[config.mk]
export PLATFORM = sky130hd
export DESIGN_NAME = fetch_stage
export DESIGN_NICKNAME = d
export VERILOG_FILES = /design/src/rtl/fetch_stage.sv
export SDC_FILE = /design/constraint.sdc
export NUM_CORES = 1
export LEC_CHECK = 0
export CAP_MARGIN = 20
export CORE_MARGIN = 2
export CORE_UTILIZATION = 40
export DETAILED_ROUTE_END_ITERATION = 6
export DONT_BUFFER_PORTS = 1
export PLACE_DENSITY_LB_ADDON = 0.15
export SYNTH_ARGS = -nofsm -noshare
export SYNTH_HDL_FRONTEND = slang
export SYNTH_SLANG_ARGS = --single-unit
[constraint.sdc]
create_clock -name clk -period 2.6 [get_ports clk]
set_input_delay 0.26 -clock clk [delete_from_list [all_inputs] [get_ports clk]]
set_output_delay 0.26 -clock clk [all_outputs]
set_load 0.01 [all_outputs]
[src/rtl/fetch_stage.sv]
// fetch_stage: instruction fetch stage; owns the PC, issues instruction-memory
// requests over a req/valid handshake and loads the fetch/decode register.
// Ports: clk, rst_n (async active-low), enable, stall, flush, branch_pc,
//   imem_req/imem_addr/imem_rdata/imem_valid, curr_pc_fd, next_pc_fd,
//   curr_instr_fd, valid_fd, halted.
// Option: define FETCH_HALT_DETECT_EN to stop fetching after an HLT (opcode F).
module fetch_stage #(
    parameter logic [15:0] RESET_PC  = 16'h0000,
    parameter logic [15:0] NOP_INSTR = 16'hE000
) (
    input  logic        clk,
    input  logic        rst_n,
    input  logic        enable,
    input  logic        stall,
    input  logic        flush,
    input  logic [15:0] branch_pc,
    output logic        imem_req,
    output logic [15:0] imem_addr,
    input  logic [15:0] imem_rdata,
    input  logic        imem_valid,
    output logic [15:0] curr_pc_fd,
    output logic [15:0] next_pc_fd,
    output logic [15:0] curr_instr_fd,
    output logic        valid_fd,
    output logic        halted
);

    typedef enum logic [1:0] {
        S_FETCH = 2'd0,
        S_HOLD  = 2'd1,
        S_HALT  = 2'd2
    } state_t;

    state_t      state, n_state;
    logic [15:0] pc, n_pc;
    logic        req, n_req;
    logic        kill, n_kill;
    logic [15:0] redir, n_redir;
    logic [15:0] ibuf, n_ibuf;
    logic [15:0] fd_pc, n_fd_pc;
    logic [15:0] fd_npc, n_fd_npc;
    logic [15:0] fd_instr, n_fd_instr;
    logic        fd_valid, n_fd_valid;

    logic        adv;
    logic [15:0] pc_inc;
    logic        hlt_mem;
    logic        hlt_buf;

    assign adv    = enable & ~stall;
    assign pc_inc = pc + 16'd2;

`ifdef FETCH_HALT_DETECT_EN
    assign hlt_mem = (imem_rdata[15:12] == 4'hF);
    assign hlt_buf = (ibuf[15:12] == 4'hF);
    assign halted  = (state == S_HALT);
`else
    assign hlt_mem = 1'b0;
    assign hlt_buf = 1'b0;
    assign halted  = 1'b0;
`endif

    assign imem_req      = req;
    assign imem_addr     = pc;
    assign curr_pc_fd    = fd_pc;
    assign next_pc_fd    = fd_npc;
    assign curr_instr_fd = fd_instr;
    assign valid_fd      = fd_valid;

    always_comb begin
        n_state    = state;
        n_pc       = pc;
        n_req      = req;
        n_kill     = kill;
        n_redir    = redir;
        n_ibuf     = ibuf;
        n_fd_pc    = fd_pc;
        n_fd_npc   = fd_npc;
        n_fd_instr = fd_instr;
        n_fd_valid = fd_valid;

        unique case (state)
            S_FETCH: begin
                if (!req) begin
                    // Only after reset: raise the first request.
                    n_req = 1'b1;
                    if (flush) begin
                        n_pc       = branch_pc;
                        n_fd_instr = NOP_INSTR;
                        n_fd_valid = 1'b0;
                    end
                end else if (!imem_valid) begin
                    if (flush) begin
                        // Address must stay stable; redirect once the
                        // outstanding response is consumed.
                        n_redir    = branch_pc;
                        n_kill     = 1'b1;
                        n_fd_instr = NOP_INSTR;
                        n_fd_valid = 1'b0;
                    end else if (adv) begin
                        n_fd_instr = NOP_INSTR;
                        n_fd_valid = 1'b0;
                    end
                end else if (kill) begin
                    n_pc   = flush ? branch_pc : redir;
                    n_kill = 1'b0;
                    if (flush || adv) begin
                        n_fd_instr = NOP_INSTR;
                        n_fd_valid = 1'b0;
                    end
                end else if (flush) begin
                    n_pc       = branch_pc;
                    n_fd_instr = NOP_INSTR;
                    n_fd_valid = 1'b0;
                end else if (adv) begin
                    n_fd_pc    = pc;
                    n_fd_npc   = pc_inc;
                    n_fd_instr = imem_rdata;
                    n_fd_valid = 1'b1;
                    if (hlt_mem) begin
                        n_state = S_HALT;
                        n_req   = 1'b0;
                    end else begin
                        n_pc = pc_inc;
                    end
                end else begin
                    n_ibuf  = imem_rdata;
                    n_state = S_HOLD;
                    n_req   = 1'b0;
                end
            end
            S_HOLD: begin
                if (flush) begin
                    n_pc       = branch_pc;
                    n_req      = 1'b1;
                    n_state    = S_FETCH;
                    n_fd_instr = NOP_INSTR;
                    n_fd_valid = 1'b0;
                end else if (adv) begin
                    n_fd_pc    = pc;
                    n_fd_npc   = pc_inc;
                    n_fd_instr = ibuf;
                    n_fd_valid = 1'b1;
                    if (hlt_buf) begin
                        n_state = S_HALT;
                    end else begin
                        n_pc    = pc_inc;
                        n_req   = 1'b1;
                        n_state = S_FETCH;
                    end
                end
            end
            S_HALT: begin
                n_req = 1'b0;
                if (adv) begin
                    n_fd_instr = NOP_INSTR;
                    n_fd_valid = 1'b0;
                end
            end
            default: begin
                n_state = S_FETCH;
            end
        endcase
    end

    always_ff @(posedge clk or negedge rst_n) begin
        if (!rst_n) begin
            state    <= S_FETCH;
            pc       <= RESET_PC;
            req      <= 1'b0;
            kill     <= 1'b0;
            redir    <= RESET_PC;
            ibuf     <= NOP_INSTR;
            fd_pc    <= 16'h0000;
            fd_npc   <= 16'h0000;
            fd_instr <= NOP_INSTR;
            fd_valid <= 1'b0;
        end else begin
            state    <= n_state;
            pc       <= n_pc;
            req      <= n_req;
            kill     <= n_kill;
            redir    <= n_redir;
            ibuf     <= n_ibuf;
            fd_pc    <= n_fd_pc;
            fd_npc   <= n_fd_npc;
            fd_instr <= n_fd_instr;
            fd_valid <= n_fd_valid;
        end
    end

endmodule

==> results.py <==
metrics = {
    "grt": {
        "grt.overflow.total": 0,
        "grt_max_degree": 100,
        "grt_pass1_vias": 3863,
        "antenna_found_initial": 0,
        "grt_pass1_wl_mm": 21.47,
        "gr-usage-all-layers_pct": 21.10,
    },
    "power_and_ir_drop": {
        "pwr-share-seq_pct": 52.5,
        "intPower_w": 0.003268,
        "switchingPower_w": 0.001757,
        "p_leak_nw": 2.257,
        "pwr-share-clk_pct": 25.1,
        "switching_share_pct": 34.97,
        "vdd_drop_max_uv": 377.1,
        "power.density_mw_per_mm2": 909.4,
        "p_comb_share_pct": 22.4,
    },
    "synth": {
        "synth_area_per_cell_um2": 10.15,
        "synth_xor_area_share_pct": 2.971,
        "synth-compound-area-share_pct": 17.87,
        "async_flop_share_pct": 100.0,
        "synth_mux_area_share_pct": 11.41,
        "yosys.area.top_type": "dfrtp_1",
        "synth-seq-area-share_pct": 49.58,
        "synth.distinct_cells": 60,
        "synth_top_area_share_pct": 46.43,
        "ys_warn_count": 0,
        "synth_fp_nets": 533,
        "post_synth_instance_area_mm2": 0.005012,
        "ys_ff_latch": 99,
        "synth_top_family_by_area": "compound AO/OA/AOI/OAI gates",
        "syn_inst": 494,
        "synth_ff_type": "dfrtp_1",
        "synthTopCellsByCount": "dfrtp_1 (93), nand2_1 (61), o21ai_0 (52)",
        "synth_fa_ha_area_share_pct": 0.2496,
        "yosys.area_share.simple_pct": 13.85,
        "yosysMostFrequentCell": "dfrtp_1",
        "synth-edff-count": 0,
        "synth_area_leaders": "dfrtp_1 (46%), mux2_2 (8.5%), o21ai_0 (5.2%), nand2_1 (4.6%), dfstp_2 (3.1%)",
    },
    "setup_path": {
        "cp.required_ns": 2.88,
        "critical_path.max_fanout": 8,
        "timing.rr.end": "imem_addr[9]$_DFFE_PN0P_",
        "critPathKind": "reg2reg",
        "setup.worst_path.start": "imem_addr[1]$_DFFE_PN0P_",
        "cp-endpoint": "imem_addr[9]$_DFFE_PN0P_",
        "critPathCaptureType": "flip-flop",
        "r2r_slack_ns": 0.45,
        "r2r.worst_path.cells": 6,
        "r2r_start": "imem_addr[1]$_DFFE_PN0P_",
        "cp.arrival_ns": 2.43,
        "critPathLaunchType": "flip-flop",
    },
    "timing": {
        "hold_violations": 0,
        "final.setup_skew_ns": 0.009550,
        "fin_setup_tns_ns": 0,
        "finalWorstSetupSlack_ns": 0.4549,
        "worstMarginPinSlew_ns": 0.7526,
        "post-route-min-period_ns": 2.145,
        "period_share_pct": 82.51,
        "fmax_mhz": 466.2,
        "slew_headroom_pct": 49.38,
        "setup_viol_count_final": 0,
        "rsz0062_at_grt": "false",
        "final_max_slew_viol_count": 0,
    },
    "clock_tree": {
        "numCtsBuffers": 9,
        "clk_transition_reported_paths_ns": 0.07,
        "clkLatencyLatePin_ns": 0.35,
        "clock_sinks": 99,
        "clockBufferDepth": 2,
        "cts_tree": "built",
        "cts_root_buf": "clkbuf_16",
        "h-tree-depth": 3,
    },
    "placement": {
        "pre_cts_ws_ns": 0.4621,
        "numPortBuffers": 0,
        "hpwlAfterDp_mm": 9.349,
        "place.gp.congestion": 0.8098,
        "place_area_mm2": 0.005204,
    },
    "route": {
        "drt_first_pass_iters": 4,
        "drc_errors": 0,
        "via_per_inst": 5.698,
        "ant_nets": 0,
        "drt_iter0_drc": 222,
        "routedWlPerCell_um": 20.34,
        "wirelength_mm": 13.46,
        "vias": 3772,
    },
    "final_layout": {
        "nets": 528,
        "area_delta_synth_final_pct": 10.23,
        "antenna-diode-count": 0,
        "final_area_mm2": 0.005525,
        "drive_gt1_share_pct": 17.61,
        "nFillCells": 1201,
    },
    "floorplan": {
        "coreArea_mm2": 0.01211,
        "rows": 40,
        "fp.dieW_um": 115.9,
        "dieArea_mm2": 0.01344,
        "io_pins": 105,
        "die_h_um": 115.9,
        "initial_core_util_pct": 41.38,
    },
    "outcome": {
        "outcome": "finished, final reports clean",
    },
    "hold_path": {
        "hp-class": "in2reg",
    },
    "job": {
        "maxCapViolCount": 0,
    },
}
[critical path, cell delays in order (launching register included)]
cell and delay (ns):
dfrtp_1 0.61, ha_1 0.31, nand2_1 0.18, nor2_1 0.27, nand2_1 0.15, o311ai_0 0.33, a32o_1 0.22
[worst min-delay path by stage]
stage                           from  cells past startpoint  slack, ns                           end
after global placement         rst_n                      0      -0.03     curr_pc_fd[9]$_DFFE_PN0P_
final                     imem_valid                      1       0.02              kill$_DFFE_PN0P_
after global routing      imem_valid                      1       0.03              kill$_DFFE_PN0P_
after CTS                 imem_valid                      1       0.01              kill$_DFFE_PN0P_
after detailed placement       rst_n                      0      -0.03     next_pc_fd[6]$_DFFE_PN0P_
after floorplan                rst_n                      0      -0.04  curr_instr_fd[0]$_DFFE_PN0P_
[layout by cell type (no fill, tap or decap), types with 7 or more instances in the layout]
master / netlist / routed
dfrtp_1: 93 / 93
clkbuf_16: 0 / 9
nor3_1: 7 / 7
xnor2_1: 10 / 10
xor2_1: 7 / 7
o22ai_1: 7 / 7
mux2_1: 11 / 11
nand2_1: 61 / 61
a22oi_1: 20 / 20
a21oi_1: 25 / 25
nand3_1: 8 / 8
mux2_2: 38 / 38
o21ai_0: 52 / 52
nor2_1: 28 / 28
buf_4: 5 / 15
[cell families (layout without fill, tap and decap cells)]
family / after synthesis / count (layout)
flip-flops: 99 / 99
adder cells (fa/ha/maj): 1 / 1
multiplexers: 51 / 51
AND/OR/NAND/NOR: 140 / 140
AO/OA/AOI/OAI: 142 / 142
buffers and inverters: 43 / 43
other: 1 / 1
XOR/XNOR: 17 / 17
[final cells by class]
class	instances	area (µm²)	share of cell area (%)
Clock inverter	3	23.77	0.4303
Clock buffer	13	250.2	4.529
Tap cell	168	210.2	3.804
Sequential cell	99	2485	44.97
Multi-Input combinational cell	352	2330	42.16
Timing Repair Buffer	20	200.2	3.623
Inverter	7	26.28	0.4755
[stage by stage]
stage,utilization [%],instances,hold WS (ns),power [W]
global route,45.62,662,0.02522,0.005355
CTS,45.62,662,0.01434,0.005078
global placement,42.96,643,-0.03321,0.003727
floorplan,-,494,-0.03559,0.003422
detailed placement,42.96,643,-0.03308,0.003772
finish,45.62,662,0.02224,0.005025
[what timing repair did]
item,in CTS,in global routing
buffers inserted,0,0
hold buffers,3,0
resized for setup,0,0
hold endpoints to repair,100,0
[power by group through the flow]
stage	Sequential, W	Combinational, W	Clock [W]
after detailed placement	0.00268	0.00109	0
after CTS	0.00265	0.00113	0.00129
final	0.00264	0.00112	0.00126
after global placement	0.00266	0.00107	0
after global routing	0.00273	0.00126	0.00136
after floorplan	0.00249	0.000936	0
[per-layer routing]
metal | global-route usage [%] | wire, µm | vias to the layer above
met5 | 0 | 0 | -
met4 | 7.778 | 204 | 0
met3 | 7.636 | 1219 | 14
met2 | 32.51 | 6177 | 139
met1 | 27.37 | 5862 | 1857
li1 | - | - | 1762
[registers in the layout, indices dropped and copies added (netlist names)]
name	flops
curr_instr_fd	16
ibuf	16
imem_addr	16
next_pc_fd	16
redir	16
curr_pc_fd	15
imem_req	1
kill	1
state	1
valid_fd	1
Note: power is estimated with default switching activity, not from simulation.
